$ cat src/rtl/orient_pkg.sv
// Shared definitions for the keypoint orientation normaliser: FSM states and
// widths derived from the moment/fraction parameters (ORIENT_NORM_ROUND_EN aware).
package orient_pkg;

  typedef enum logic [1:0] {
    IDLE = 2'd0,
    SQRT = 2'd1,
    DIV  = 2'd2,
    DONE = 2'd3
  } state_t;

  function automatic int rad_w(input int mw);
    return 2 * mw;
  endfunction

  function automatic int quo_w(input int frac);
    return frac + 1;
  endfunction

  // One extra quotient bit is produced when rounding, to supply the half bit.
  function automatic int div_iter(input int frac);
`ifdef ORIENT_NORM_ROUND_EN
    return frac + 2;
`else
    return frac + 1;
`endif
  endfunction

endpackage

$ cat src/rtl/orient_sdiv.sv
// Serial restoring divider, one quotient bit per cycle. Assumes the quotient
// fits in ITER bits, i.e. (dividend >> ITER) < divisor.
module orient_sdiv #(
  parameter int WD   = 21,
  parameter int ITER = 13
) (
  input  logic                 clk,
  input  logic                 rst_n,
  input  logic                 start,
  input  logic [WD+ITER-2:0]   dividend,
  input  logic [WD-1:0]        divisor,
  output logic                 busy,
  output logic [ITER-1:0]      quotient
);

  localparam int CW = $clog2(ITER + 1);

  logic [WD-1:0]   rem_r;
  logic [ITER-1:0] sh_r;
  logic [WD-1:0]   dvs_r;
  logic [CW-1:0]   cnt_r;
  logic            busy_r;
  logic [WD:0]     trial_s;
  logic [WD:0]     diff_s;
  logic            ge_s;

  assign busy     = busy_r;
  assign quotient = sh_r;

  // Trial subtraction of the divisor from the shifted partial remainder.
  always_comb begin
    trial_s = {rem_r, sh_r[ITER-1]};
    diff_s  = trial_s - {1'b0, dvs_r};
    ge_s    = (trial_s >= {1'b0, dvs_r});
  end

  // Load on start, then shift one quotient bit into sh_r per cycle.
  always_ff @(posedge clk or negedge rst_n) begin
    if (!rst_n) begin
      rem_r  <= {WD{1'b0}};
      sh_r   <= {ITER{1'b0}};
      dvs_r  <= {WD{1'b0}};
      cnt_r  <= {CW{1'b0}};
      busy_r <= 1'b0;
    end else if (start) begin
      rem_r  <= {1'b0, dividend[WD+ITER-2:ITER]};
      sh_r   <= dividend[ITER-1:0];
      dvs_r  <= divisor;
      cnt_r  <= CW'(ITER);
      busy_r <= 1'b1;
    end else if (busy_r) begin
      rem_r  <= ge_s ? WD'(diff_s) : WD'(trial_s);
      sh_r   <= {sh_r[ITER-2:0], ge_s};
      cnt_r  <= cnt_r - {{(CW-1){1'b0}}, 1'b1};
      busy_r <= (cnt_r != {{(CW-1){1'b0}}, 1'b1});
    end
  end

endmodule

$ cat src/rtl/orient_norm.sv
// Normalises a moment vector (m10, m01) to (cos, sin) in Q FRAC via a serial
// isqrt and two serial dividers. Define ORIENT_NORM_ROUND_EN for rounded quotients.
module orient_norm
  import orient_pkg::*;
#(
  parameter int MW   = 21,
  parameter int FRAC = 12,
  parameter int AW   = 14
) (
  input  logic                   clk,
  input  logic                   rst_n,
  input  logic                   in_valid,
  output logic                   in_ready,
  input  logic signed [MW-1:0]   m10,
  input  logic signed [MW-1:0]   m01,
  input  logic [AW-1:0]          addr_in,
  output logic                   out_valid,
  input  logic                   out_ready,
  output logic signed [FRAC+1:0] cos,
  output logic signed [FRAC+1:0] sin,
  output logic [AW-1:0]          addr_out,
  output logic                   zero
);

  localparam int RW   = rad_w(MW);
  localparam int QW   = quo_w(FRAC);
  localparam int ITER = div_iter(FRAC);
  localparam int DW   = MW + ITER - 1;
  localparam int CW   = $clog2(MW + 1);
  localparam int OW   = FRAC + 2;
  localparam logic [ITER:0] SAT     = {{(ITER-FRAC){1'b0}}, 1'b1, {FRAC{1'b0}}};
  localparam logic [OW-1:0] UNIT_OW = {1'b0, 1'b1, {FRAC{1'b0}}};

  state_t          state_r;
  logic            in_ready_r;
  logic [RW-1:0]   rad_r;
  logic [MW+1:0]   rem_r;
  logic [MW-1:0]   root_r;
  logic [CW-1:0]   cnt_r;
  logic [MW-1:0]   abs10_r, abs01_r;
  logic            neg10_r, neg01_r, zin_r;
  logic [AW-1:0]   addr_r;
  logic            out_valid_r, zero_r;
  logic [OW-1:0]   cos_r, sin_r;
  logic [AW-1:0]   addr_out_r;

  logic [MW-1:0]   a10_s, a01_s;
  logic [RW-1:0]   sq_s;
  logic [MW+3:0]   rem_sh_s, trial_s, diff_s;
  logic [MW+1:0]   rem_nx_s;
  logic [MW-1:0]   root_nx_s;
  logic            last_sqrt_s;
  logic            busy_c_s, busy_s_s;
  logic [ITER-1:0] q_c_s, q_s_s;

  assign in_ready  = in_ready_r;
  assign out_valid = out_valid_r;
  assign cos       = cos_r;
  assign sin       = sin_r;
  assign addr_out  = addr_out_r;
  assign zero      = zero_r;

  function automatic logic [MW-1:0] abs_mag(input logic [MW-1:0] v);
    return v[MW-1] ? (~v + {{(MW-1){1'b0}}, 1'b1}) : v;
  endfunction

  // Quotient magnitude, never above 1.0 (2^FRAC).
  function automatic logic [QW-1:0] fin_mag(input logic [ITER-1:0] q);
    logic [ITER:0] t;
`ifdef ORIENT_NORM_ROUND_EN
    t = ({1'b0, q} + {{ITER{1'b0}}, 1'b1}) >> 1;
`else
    t = {1'b0, q};
`endif
    if (t > SAT) begin
      return QW'(SAT);
    end else begin
      return QW'(t);
    end
  endfunction

  function automatic logic [OW-1:0] signed_out(input logic neg, input logic [QW-1:0] m);
    logic [OW-1:0] v;
    v = {1'b0, m};
    return neg ? (~v + {{(OW-1){1'b0}}, 1'b1}) : v;
  endfunction

  // Radicand from the presented pair, and one restoring isqrt step.
  always_comb begin
    a10_s    = abs_mag(m10);
    a01_s    = abs_mag(m01);
    sq_s     = {{MW{1'b0}}, a10_s} * {{MW{1'b0}}, a10_s}
             + {{MW{1'b0}}, a01_s} * {{MW{1'b0}}, a01_s};
    rem_sh_s = {rem_r, rad_r[RW-1 -: 2]};
    trial_s  = {2'b00, root_r, 2'b01};
    diff_s   = rem_sh_s - trial_s;
    if (rem_sh_s >= trial_s) begin
      rem_nx_s  = (MW+2)'(diff_s);
      root_nx_s = MW'({root_r, 1'b1});
    end else begin
      rem_nx_s  = (MW+2)'(rem_sh_s);
      root_nx_s = MW'({root_r, 1'b0});
    end
    last_sqrt_s = (state_r == SQRT) && (cnt_r == CW'(MW - 1));
  end

  // Dividers launch on the final isqrt step, fed its combinational root.
  orient_sdiv #(.WD(MW), .ITER(ITER)) u_div_cos (
    .clk      (clk),
    .rst_n    (rst_n),
    .start    (last_sqrt_s),
    .dividend ({abs10_r, {(ITER-1){1'b0}}}),
    .divisor  (root_nx_s),
    .busy     (busy_c_s),
    .quotient (q_c_s)
  );

  orient_sdiv #(.WD(MW), .ITER(ITER)) u_div_sin (
    .clk      (clk),
    .rst_n    (rst_n),
    .start    (last_sqrt_s),
    .dividend ({abs01_r, {(ITER-1){1'b0}}}),
    .divisor  (root_nx_s),
    .busy     (busy_s_s),
    .quotient (q_s_s)
  );

  // Control FSM, isqrt datapath and registered result.
  always_ff @(posedge clk or negedge rst_n) begin
    if (!rst_n) begin
      state_r     <= IDLE;
      in_ready_r  <= 1'b1;
      rad_r       <= {RW{1'b0}};
      rem_r       <= {(MW+2){1'b0}};
      root_r      <= {MW{1'b0}};
      cnt_r       <= {CW{1'b0}};
      abs10_r     <= {MW{1'b0}};
      abs01_r     <= {MW{1'b0}};
      neg10_r     <= 1'b0;
      neg01_r     <= 1'b0;
      zin_r       <= 1'b0;
      addr_r      <= {AW{1'b0}};
      out_valid_r <= 1'b0;
      cos_r       <= {OW{1'b0}};
      sin_r       <= {OW{1'b0}};
      addr_out_r  <= {AW{1'b0}};
      zero_r      <= 1'b0;
    end else begin
      case (state_r)
        IDLE: begin
          if (in_valid) begin
            abs10_r    <= a10_s;
            abs01_r    <= a01_s;
            neg10_r    <= m10[MW-1];
            neg01_r    <= m01[MW-1];
            zin_r      <= (m10 == {MW{1'b0}}) && (m01 == {MW{1'b0}});
            addr_r     <= addr_in;
            rad_r      <= sq_s;
            rem_r      <= {(MW+2){1'b0}};
            root_r     <= {MW{1'b0}};
            cnt_r      <= {CW{1'b0}};
            in_ready_r <= 1'b0;
            state_r    <= SQRT;
          end
        end
        SQRT: begin
          rad_r  <= {rad_r[RW-3:0], 2'b00};
          rem_r  <= rem_nx_s;
          root_r <= root_nx_s;
          cnt_r  <= cnt_r + {{(CW-1){1'b0}}, 1'b1};
          if (last_sqrt_s) begin
            state_r <= DIV;
          end
        end
        DIV: begin
          if (!busy_c_s && !busy_s_s) begin
            cos_r       <= zin_r ? UNIT_OW : signed_out(neg10_r, fin_mag(q_c_s));
            sin_r       <= zin_r ? {OW{1'b0}} : signed_out(neg01_r, fin_mag(q_s_s));
            addr_out_r  <= addr_r;
            zero_r      <= zin_r;
            out_valid_r <= 1'b1;
            state_r     <= DONE;
          end
        end
        DONE: begin
          if (out_ready) begin
            out_valid_r <= 1'b0;
            in_ready_r  <= 1'b1;
            state_r     <= IDLE;
          end
        end
        default: begin
          out_valid_r <= 1'b0;
          in_ready_r  <= 1'b1;
          state_r     <= IDLE;
        end
      endcase
    end
  end

endmodule

$ cat config.mk
export PLATFORM = sky130hd
export DESIGN_NAME = orient_norm
export DESIGN_NICKNAME = d
export VERILOG_FILES = /design/src/rtl/orient_pkg.sv /design/src/rtl/orient_sdiv.sv /design/src/rtl/orient_norm.sv
export SDC_FILE = /design/constraint.sdc
export NUM_CORES = 2
export LEC_CHECK = 0
export ABC_AREA = 1
export BUFFER_PORTS_ARGS = -buffer_cell sky130_fd_sc_hd__buf_4
export CAP_MARGIN = 30
export CORE_MARGIN = 2
export CORE_UTILIZATION = 50
export DETAILED_ROUTE_END_ITERATION = 8
export PLACE_DENSITY = 0.77
export RECOVER_POWER = 50
export SKIP_CTS_REPAIR_TIMING = 1
export SLEW_MARGIN = 25
export SYNTH_ARGS = -nofsm -noshare
export SYNTH_HDL_FRONTEND = slang
export SYNTH_SLANG_ARGS = --single-unit
$ cat constraint.sdc
create_clock -name clk -period 3.1 [get_ports clk]
set_clock_uncertainty 0.2 [all_clocks]
set_input_delay 0.62 -clock clk [delete_from_list [all_inputs] [get_ports clk]]
set_output_delay 0.62 -clock clk [all_outputs]
set_load 0.1 [all_outputs]
==> results.yml <==
yosys:
  yosysUniqueCellTypes: 62
  yosysSeqAreaShare_pct: 16.89
  synth-edff-count: 0
  ys_ff_latch: 296
  synthArstFlopShare_pct: 100.0
  yosysWarningCount: 0
  mappedNetlistArea_um2: 43870
  synth_cells: 5498
  syn_area_per_cell_um2: 7.979
  synth_top_flop_cell: "dfrtp_1"
min_path:
  hold_depth: 3
  worstHoldEndpoint: "addr_r[12]"
  min_path_type: "primary input to register"
  worstHoldStart: "addr_in[12]"
setup_path:
  cp_top_family: "adder cells"
  r2r_slack_ps: 180
  r2r_start: "u_div_cos.dvs_r[17]"
  cp.arrival_ps: 7850
  path_buf_inv: 12
  critPathCaptureType: "register"
  crit_top_cell: "fa_1"
  cp_max_fo: 4
  slowest_stage: "fa_1"
  worstSetupPathType: "primary input to register"
  start_kind: "primary input"
  cp.required_ps: 3350
  reg2reg_to: "u_div_sin.rem_r[15]"
  slowest_delay_ps: 570
  ff2ff_path_depth: 10
finish:
  area_delta_synth_final_pct: 23.35
  nFillCells: 7229
  drive_above_1_share_pct: 21.56
  nets: 7311
  regArea_um2: 7408
  layoutNonFillerInstCount: 7391
  multiInputGateArea_um2: 32520
place:
  hpwl_um: 117600
  port_buffers: 104
  gp_congestion: 1.100
  placedCellCount: 7297
detailed_routing:
  viasPerCell: 5.238
  drt_first_pass_iters: 9
  via_count: 38710
  drc_errors: 0
  wl_um: 140000
  wl_per_cell_um: 18.94
  drt_iter0_drc: 2917
  final_antenna_net_count: 0
status:
  status: "finished, violations left"
  violations: "max-capacitance violations, max-slew violations, negative setup slack"
clock_tree:
  cts_tree: "done"
  h-tree-depth: 1
  clk_path_buf_depth: 3
  clock_insertion_delay_worst_skew_ps: 570
  cts_inserted_buffers: 28
  clkSinkCount: 296
  cts-root-buf: "clkbuf_16"
  clk_pin_slew_ps: 70
sta:
  max_slew_margin_pct: -27.76
  hold_violations: 0
  slew_violations: 73
  period_share_pct: 245.4
  final-setup-viol-count: 38
  grt_setup_unrepaired: "true"
  max_freq_mhz: 131.4
  setup_slack_ps: -4508
  worstMarginPinSlew_ps: 1916
  min_period_ps: 7608
floorplanning:
  die-area_um2: 90120
  die_x_um: 300.2
  core_area_um2: 86890
  ios: 105
  die_y_um: 300.2
  initial_core_util_pct: 50.49
  row_count: 108
global_routing:
  overflow: 0
  antenna_found_initial: 1
  grt_max_degree: 76
  grt_pass1_wl_um: 217500
  grt_usage_pct: 31.08
  grt_pass1_vias: 40470
job:
  drv_cap: 1
per-layer routing:
metal | GRT usage (%) | up-vias | wire, µm
met3 | 3.331 | 432 | 8764
met4 | 18.54 | 2 | 10270
met2 | 52.77 | 1437 | 67140
met5 | 0 | - | 15
li1 | - | 17900 | -
met1 | 38.43 | 18940 | 53790
worst reg2reg max path, stage by stage (launching register included):
cell	delay, ps
dfrtp_1	360
inv_1	160
ha_1	310
a21oi_1	290
o21ai_0	150
a21oi_1	280
nand4_2	410
nand2_2	320
o21ai_0	120
nand2_1	140
nand2_1	70
cells in the mapped netlist (7+ instances only):
master       n  area, µm²
inv_1     1389       5214
nand2_1   1106       4151
fa_1       709      14190
nor2_1     467       1753
ha_1       325       4066
dfrtp_1    295       7382
o21ai_0    224       1121
nand3_1    187      935.9
a21oi_1    140      700.7
clkbuf_1    73      274.0
o22ai_1     66      412.9
nand4_1     58      362.9
o21bai_1    42      315.3
xnor2_1     38      332.8
nor3_1      33      165.2
buf_2       31      155.2
inv_2       31      116.4
o21ai_1     31      155.2
xor2_1      31      271.5
o211ai_1    25      187.7
nor2_2      20      125.1
nand2_2     19      118.9
clkinv_1    13      48.80
a21o_1      12      90.09
buf_6       11      123.9
buf_4       10      75.07
nand3b_1    10      75.07
buf_1        9      33.78
or2_2        9      56.30
nor2_4       8      90.09
o21ai_2      7      61.31
o31ai_1      7      52.55
cell type report:
type	instances	area share (%)
sequential	296	13.69
tap	1155	2.671
timing repair buffer	792	11.67
clock buffer	36	1.482
clock inverter	12	0.2798
multi-input combinational	3666	60.09
antenna	1	0.004624
inverter	1433	10.12
cells in the final DEF, fill, tap and decap left out, types with 78 or more instances in the layout:
cell / n
a21oi_1: 106
buf_4: 745
dfrtp_1: 295
fa_1: 681
ha_1: 292
inv_1: 1334
nand2_1: 1034
nand3_1: 169
nor2_1: 363
nor2_2: 78
o21ai_0: 206
registers in the layout, indices dropped and copies added (netlist names), 2 cells and up:
signal / flops
u_div_cos.cnt_r: 4
cnt_r: 5
u_div_sin.quotient: 13
rad_r: 42
addr_out: 14
root_r: 21
u_div_sin.cnt_r: 4
u_div_cos.dvs_r: 21
u_div_sin.rem_r: 21
u_div_cos.rem_r: 21
u_div_cos.quotient: 13
rem_r: 23
cos: 14
abs01_r: 21
state_r: 2
addr_r: 14
abs10_r: 21
sin: 14
cells by family (layout without fill, tap and decap cells):
| group | after synthesis | after routing | share of synthesized area [%] |
|---|---|---|---|
| AOI/OAI and AO/OA | 583 | 583 | 7.632 |
| xor gates and xnor gates | 74 | 74 | 1.640 |
| and+or+nand+nor | 1942 | 1943 | 18.43 |
| buffers and inverters | 1567 | 2273 | 13.77 |
| DFF | 296 | 296 | 16.89 |
| adders and majority gates | 1034 | 1034 | 41.62 |
| other | 2 | 33 | 0.01712 |
metrics by stage:
stage	hold WS (ps)	instance area, µm²	util [%]	setup slack [ps]	TNS [ps]
CTS	-157.5	52610	60.54	-4677	-162240
detailed placement	253.6	51650	59.45	-5249	-184590
floorplan	124.4	45070	-	-4509	-155680
global placement	250.1	51650	59.45	-5189	-181110
finish	56.93	54110	62.28	-4508	-156200
global route	48.09	54110	62.28	-4795	-184440
how the worst max path moves through the flow:
stage,cells past startpoint,slack (ps),to,start
2_1_floorplan,39,-4510,rad_r[22],m01[0]
3_3_place_gp,36,-5190,rad_r[31],m01[10]
3_5_place_dp,33,-5250,rad_r[38],m10[4]
4_1_cts,33,-4680,rad_r[38],m10[4]
5_1_grt,37,-4800,rad_r[41],m01[2]
6_report,36,-4510,rad_r[31],m10[3]
Power is not shown: default switching activity piles up to over one toggle a cycle in this logic, so the estimate is an artifact.
